<file path="config.mk">
export PLATFORM = sky130hd
export DESIGN_NAME = next_pc_unit
export DESIGN_NICKNAME = d
export VERILOG_FILES = /design/src/rtl/rv_fetch_pkg.sv /design/src/rtl/branch_table.sv /design/src/rtl/next_pc_unit.sv
export SDC_FILE = /design/constraint.sdc
export NUM_CORES = 1
export LEC_CHECK = 0
export ABC_AREA = 1
export CORE_MARGIN = 1.5
export CORE_UTILIZATION = 30
export DETAILED_ROUTE_END_ITERATION = 8
export PLACE_DENSITY = 0.7
export SETUP_SLACK_MARGIN = 0.1
export SYNTH_ARGS = -nofsm -noshare
export SYNTH_HDL_FRONTEND = slang
export SYNTH_SLANG_ARGS = --single-unit
</file>
<file path="constraint.sdc">
create_clock -name clk -period 2.46 [get_ports clk]
set_input_delay 0.369 -clock clk [delete_from_list [all_inputs] [get_ports clk]]
set_output_delay 0.369 -clock clk [all_outputs]
set_load 0.05 [all_outputs]
</file>
<file path="src/rtl/rv_fetch_pkg.sv">
// rtl/rv_fetch_pkg.sv - shared fetch types: predictor counter, table entry, default constants
package rv_fetch_pkg;

  localparam int          DEF_XLEN         = 32;
  localparam logic [31:0] DEF_RESET_VECTOR = 32'h0000_0000;
  // Entry fields are sized for the widest supported XLEN; narrower builds leave upper bits constant.
  localparam int          MAX_XLEN         = 64;

  typedef enum logic [1:0] {
    STRONG_NT = 2'd0,
    WEAK_NT   = 2'd1,
    WEAK_T    = 2'd2,
    STRONG_T  = 2'd3
  } ctr_t;

  typedef struct packed {
    logic                valid;
    logic [MAX_XLEN-1:0] tag;
    logic [MAX_XLEN-1:0] target;
    ctr_t                ctr;
  } bht_entry_t;

  function automatic ctr_t ctr_next(input ctr_t c, input logic taken);
    ctr_t n;
    n = c;
    if (taken) begin
      if (c != STRONG_T) n = ctr_t'(c + 2'd1);
    end else begin
      if (c != STRONG_NT) n = ctr_t'(c - 2'd1);
    end
    return n;
  endfunction

endpackage

</file>
<file path="src/rtl/branch_table.sv">
// rtl/branch_table.sv - direct-mapped branch table: combinational lookup port, registered update port
module branch_table
  import rv_fetch_pkg::*;
#(
  parameter int XLEN        = DEF_XLEN,
  parameter int BHT_ENTRIES = 16
) (
  input  logic            clk,
  input  logic            rst,
  input  logic [XLEN-1:0] lookup_pc,
  output logic            hit_taken,
  output logic [XLEN-1:0] hit_target,
  input  logic            upd_en,
  input  logic [XLEN-1:0] upd_pc,
  input  logic            upd_taken,
  input  logic [XLEN-1:0] upd_target
);

  localparam int IDX_W = $clog2(BHT_ENTRIES);

  bht_entry_t          tbl [BHT_ENTRIES];
  logic [IDX_W-1:0]    l_idx;
  logic [IDX_W-1:0]    u_idx;
  logic [MAX_XLEN-1:0] l_tag;
  logic [MAX_XLEN-1:0] u_tag;
  logic [MAX_XLEN-1:0] u_target;
  bht_entry_t          l_e;
  bht_entry_t          u_e;
  logic                u_hit;
  logic                unused_bits;

  assign l_idx = lookup_pc[IDX_W+1:2];
  assign l_tag = MAX_XLEN'(lookup_pc[XLEN-1:IDX_W+2]);
  assign l_e   = tbl[l_idx];

  assign hit_taken  = l_e.valid && (l_e.tag == l_tag) && l_e.ctr[1];
  assign hit_target = hit_taken ? l_e.target[XLEN-1:0] : '0;

  assign u_idx    = upd_pc[IDX_W+1:2];
  assign u_tag    = MAX_XLEN'(upd_pc[XLEN-1:IDX_W+2]);
  assign u_target = MAX_XLEN'({upd_target[XLEN-1:2], 2'b00});
  assign u_e      = tbl[u_idx];
  assign u_hit    = u_e.valid && (u_e.tag == u_tag);

  assign unused_bits = ^{lookup_pc[1:0], upd_pc[1:0], upd_target[1:0], l_e.target, u_e.target};

  // Only valid bits are reset; tag/target/counter are qualified by valid.
  always_ff @(posedge clk) begin
    if (!rst) begin
      for (int i = 0; i < BHT_ENTRIES; i++) tbl[i].valid <= 1'b0;
    end else if (upd_en) begin
      if (u_hit) begin
        tbl[u_idx].ctr <= ctr_next(u_e.ctr, upd_taken);
        if (upd_taken) tbl[u_idx].target <= u_target;
      end else if (upd_taken) begin
        tbl[u_idx] <= '{valid: 1'b1, tag: u_tag, target: u_target, ctr: WEAK_T};
      end
    end
  end

endmodule

</file>
<file path="src/rtl/next_pc_unit.sv">
// rtl/next_pc_unit.sv - fetch PC sequencer; branch prediction table present only with NEXT_PC_PREDICT_EN
module next_pc_unit
  import rv_fetch_pkg::*;
#(
  parameter int              XLEN         = DEF_XLEN,
  parameter logic [XLEN-1:0] RESET_VECTOR = XLEN'(DEF_RESET_VECTOR),
  parameter int              BHT_ENTRIES  = 16
) (
  input  logic            clk,
  input  logic            rst,
  input  logic            stall_i,
  input  logic            redirect_i,
  input  logic [XLEN-1:0] redirect_pc_i,
  input  logic            update_en_i,
  input  logic [XLEN-1:0] update_pc_i,
  input  logic            update_taken_i,
  input  logic [XLEN-1:0] update_target_i,
  output logic [XLEN-1:0] pc_o,
  output logic            pred_taken_o,
  output logic [XLEN-1:0] pred_target_o
);

  logic [XLEN-1:0] pc_q;
  logic [XLEN-1:0] pc_next;
  logic            unused_redirect_low;

`ifdef NEXT_PC_PREDICT_EN
  branch_table #(
    .XLEN        (XLEN),
    .BHT_ENTRIES (BHT_ENTRIES)
  ) u_bht (
    .clk        (clk),
    .rst        (rst),
    .lookup_pc  (pc_q),
    .hit_taken  (pred_taken_o),
    .hit_target (pred_target_o),
    .upd_en     (update_en_i),
    .upd_pc     (update_pc_i),
    .upd_taken  (update_taken_i),
    .upd_target (update_target_i)
  );
`else
  localparam int unused_bht_entries = BHT_ENTRIES;
  logic unused_update;

  assign pred_taken_o  = 1'b0;
  assign pred_target_o = '0;
  assign unused_update = ^{update_en_i, update_pc_i, update_taken_i, update_target_i};
`endif

  assign unused_redirect_low = ^redirect_pc_i[1:0];

  always_comb begin
    pc_next = pc_q + XLEN'(4);
    if (redirect_i)        pc_next = {redirect_pc_i[XLEN-1:2], 2'b00};
    else if (stall_i)      pc_next = pc_q;
    else if (pred_taken_o) pc_next = pred_target_o;
  end

  always_ff @(posedge clk) begin
    if (!rst) pc_q <= {RESET_VECTOR[XLEN-1:2], 2'b00};
    else      pc_q <= pc_next;
  end

  assign pc_o = pc_q;

endmodule

</file>
==> flow_summary.ini <==
[sta]
skew_ps = 7.20
worst_slack_ps = 499
slew_viol_final = 0
finalCritPeriodShare = 0.797
fin_tns_setup_ps = 0
rsz0062_at_grt = false
fmax_mhz = 510
hold_slack_ps = 561
setup_viol = 0
worst_pin_slew_ps = 533
slew_headroom = 0.644
hold_viol = 0
period_minus_slack_ps = 1960

[critical_path]
reg2regPathDepth = 9
arrival_ps = 1590
worstSetupPathType = flop to primary output
critPathBufInv = 1
setup.worst_path.start_class = flop
reg2reg_to = pc_o[28]$_SDFFE_PN0P_
reg2reg_from = pc_o[2]$_SDFFE_PN0P_
crit_chain = clkdlybuf4s50_1
cp.required_ps = 2090
r2r_slack_ps = 940
crit_fanout = 5
max_stage_delay_ps = 860
crit_path_end_kind = primary output
cp_slowest_cell = clkdlybuf4s50_1
cpLargestDelayFamily = buffers and inverters

[status]
status = complete, no violations

[yosys]
yosysWarningCount = 0
yosysTopAreaCellShare = 0.246
synth_cell_type_count = 28
syn_inst = 401
syn_avg_cell_area_um2 = 6.08
netlist_area_um2 = 2440
synth_seq_area_share = 0.246
yosys.area.top_type = dfxtp_1
ys_ff_latch = 30
synth_area_leaders = dfxtp_1 (25%), nand2_1 (17%), buf_4 (11%), inv_1 (8.0%), nand3_1 (7.2%)

[floorplanning]
die_y_um = 93.2
ios = 167
start_util = 0.313
die_area_um2 = 8680
rows = 32
die_w_um = 93.2
core_um2 = 7810

[grt]
antenna_found_initial = 0
grt_max_degree = 23
grt_overflow_total = 0
grt_pass1_vias = 2495
groute.usage.overall = 0.166
grt_pass1_wl_um = 11400

[min_path]
hp-class = flop to flop
hold_end = pc_o[7]$_SDFFE_PN0P_
hold_depth = 2
hold_path.startpoint = pc_o[7]$_SDFFE_PN0P_

[final_layout]
largest_reg_flops = 30
fillers = 833
final_nets = 569
area_growth_pct = 29.1
diodes = 0
drive_above_1_share = 0.0964

[clock_tree]
htreeDepth = 2
path_clk_slew_ps = 70
post_cts.repair.setup_buffers = 0
cts_hold_buffers = 0
cts_resized = 0
numCtsBuffers = 5
cts_buffer_depth = 2
cts_sinks = 30
cts_root_buffer = clkbuf_8
cts_tree = yes
clk_latency_ps = 290

[run]
maxCapViolations = 0

[pwr]
leakage_nw = 1.24
power_density_nw_per_um2 = 462
ir_drop_uv = 247

[place]
gp_congestion = 0.898
post-place-ws_ps = 455
numPortBuffers = 63
dp_hpwl_um = 5180

[detailed_routing]
wl_um = 6690
drt-wirelength-per-cell_um = 11.8
vias = 2514
drt_first_iter_violations = 103
drt_pass1_iterations = 4
drc_errors = 0
viasPerCell = 4.42
antenna_left = 0
==> per-stage QoR <==
stage / power, mW / cells / cell area, µm² / util
CTS: 1.46 / 569 / 3150 / 0.403
global route: 1.53 / 569 / 3150 / 0.403
floorplan: 0.926 / 435 / 2570 / -
global placement: 1.03 / 561 / 3060 / 0.392
detailed placement: 1.03 / 561 / 3060 / 0.392
finish: 1.45 / 569 / 3150 / 0.403
==> layout by cell type, fill, tap and decap left out <==
master / synthesis / layout
nand2_1: 109 / 109
clkdlybuf4s50_1: 0 / 63
inv_1: 52 / 52
nand3_1: 35 / 35
conb_1: 1 / 35
dfxtp_1: 30 / 30
o21ai_0: 29 / 29
nor2_1: 27 / 27
a21oi_1: 20 / 20
nor2_2: 8 / 8
nor2_4: 8 / 8
nand2_2: 7 / 7
clkbuf_8: 0 / 6
a31oi_1: 5 / 5
buf_4: 36 / 5
inv_2: 4 / 4
xnor2_1: 4 / 4
a21oi_2: 3 / 3
and2_1: 3 / 3
nand2_4: 2 / 2
nor3_1: 2 / 2
o211ai_1: 2 / 2
nand4_1: 1 / 1
o21ai_1: 1 / 1
nand3b_1: 1 / 1
xor2_1: 1 / 1
or2_2: 1 / 1
ha_1: 1 / 1
clkinv_2: 0 / 1
clkbuf_1: 4 / 1
==> per-layer routing <==
metal / GRT usage / vias up / wire (µm) / part of all wire
met5: 0 / - / 0 / 0
met4: 0.0543 / 0 / 87 / 0.013
met3: 0.0325 / 9 / 493 / 0.074
met2: 0.277 / 95 / 3070 / 0.46
met1: 0.214 / 1092 / 3040 / 0.45
li1: - / 1318 / - / -
==> cell usage after synthesis (all sizes together) <==
| library cell | count |
|---|---|
| nand4 | 1 |
| a21oi | 23 |
| o21ai | 30 |
| or2 | 1 |
| o211ai | 2 |
| xnor2 | 4 |
| nor3 | 2 |
| conb | 1 |
| buf | 40 |
| nand3 | 35 |
| nand2 | 118 |
| and2 | 3 |
| clkbuf | 4 |
| ha | 1 |
| inv | 56 |
| nand3b | 1 |
| nor2 | 43 |
| dfxtp | 30 |
| xor2 | 1 |
| a31oi | 5 |
==> cell families (layout without fill, tap and decap cells) <==
| family | Yosys count | in the layout | share of synthesized area |
|---|---|---|---|
| AO/OA/AOI/OAI | 60 | 60 | 0.132 |
| XOR/XNOR | 5 | 5 | 0.0179 |
| adder cells (fa/ha/maj) | 1 | 1 | 0.00513 |
| buffers and inverters | 100 | 132 | 0.211 |
| flip-flops | 30 | 30 | 0.246 |
| other | 1 | 35 | 0.00154 |
| AND/OR/NAND/NOR | 204 | 204 | 0.386 |
==> layout make-up <==
type | instances | area (µm²) | share of cell area
inverters | 56 | 210 | 0.0667
repair buffers | 68 | 668 | 0.212
clock buffers | 7 | 86.3 | 0.0274
multi-input cells | 305 | 1450 | 0.461
clock inverters | 1 | 5.00 | 0.00159
flip-flops and latches | 30 | 601 | 0.191
well taps | 102 | 128 | 0.0405
==> how the worst max path moves through the flow <==
stage | endpoint | slack, ps | cells after the start | startpoint
after detailed placement | pc_o[15]$_SDFFE_PN0P_ | 460 | 6 | stall_i
final | pc_o[11] | 500 | 1 | pc_o[11]$_SDFFE_PN0P_
after CTS | pc_o[12] | 490 | 1 | pc_o[12]$_SDFFE_PN0P_
after global placement | pc_o[31]$_SDFFE_PN0P_ | 510 | 6 | stall_i
after global routing | pc_o[12] | 440 | 1 | pc_o[12]$_SDFFE_PN0P_
after floorplan | pc_o[26]$_SDFFE_PN0P_ | 690 | 8 | pc_o[2]$_SDFFE_PN0P_
==> power by group <==
group	switching, mW	internal (mW)	total [mW]
Clock	0.206	0.226	0.432
Sequential	0.0427	0.516	0.558
Combinational	0.325	0.139	0.464
Power figures use the tool's default switching activity.
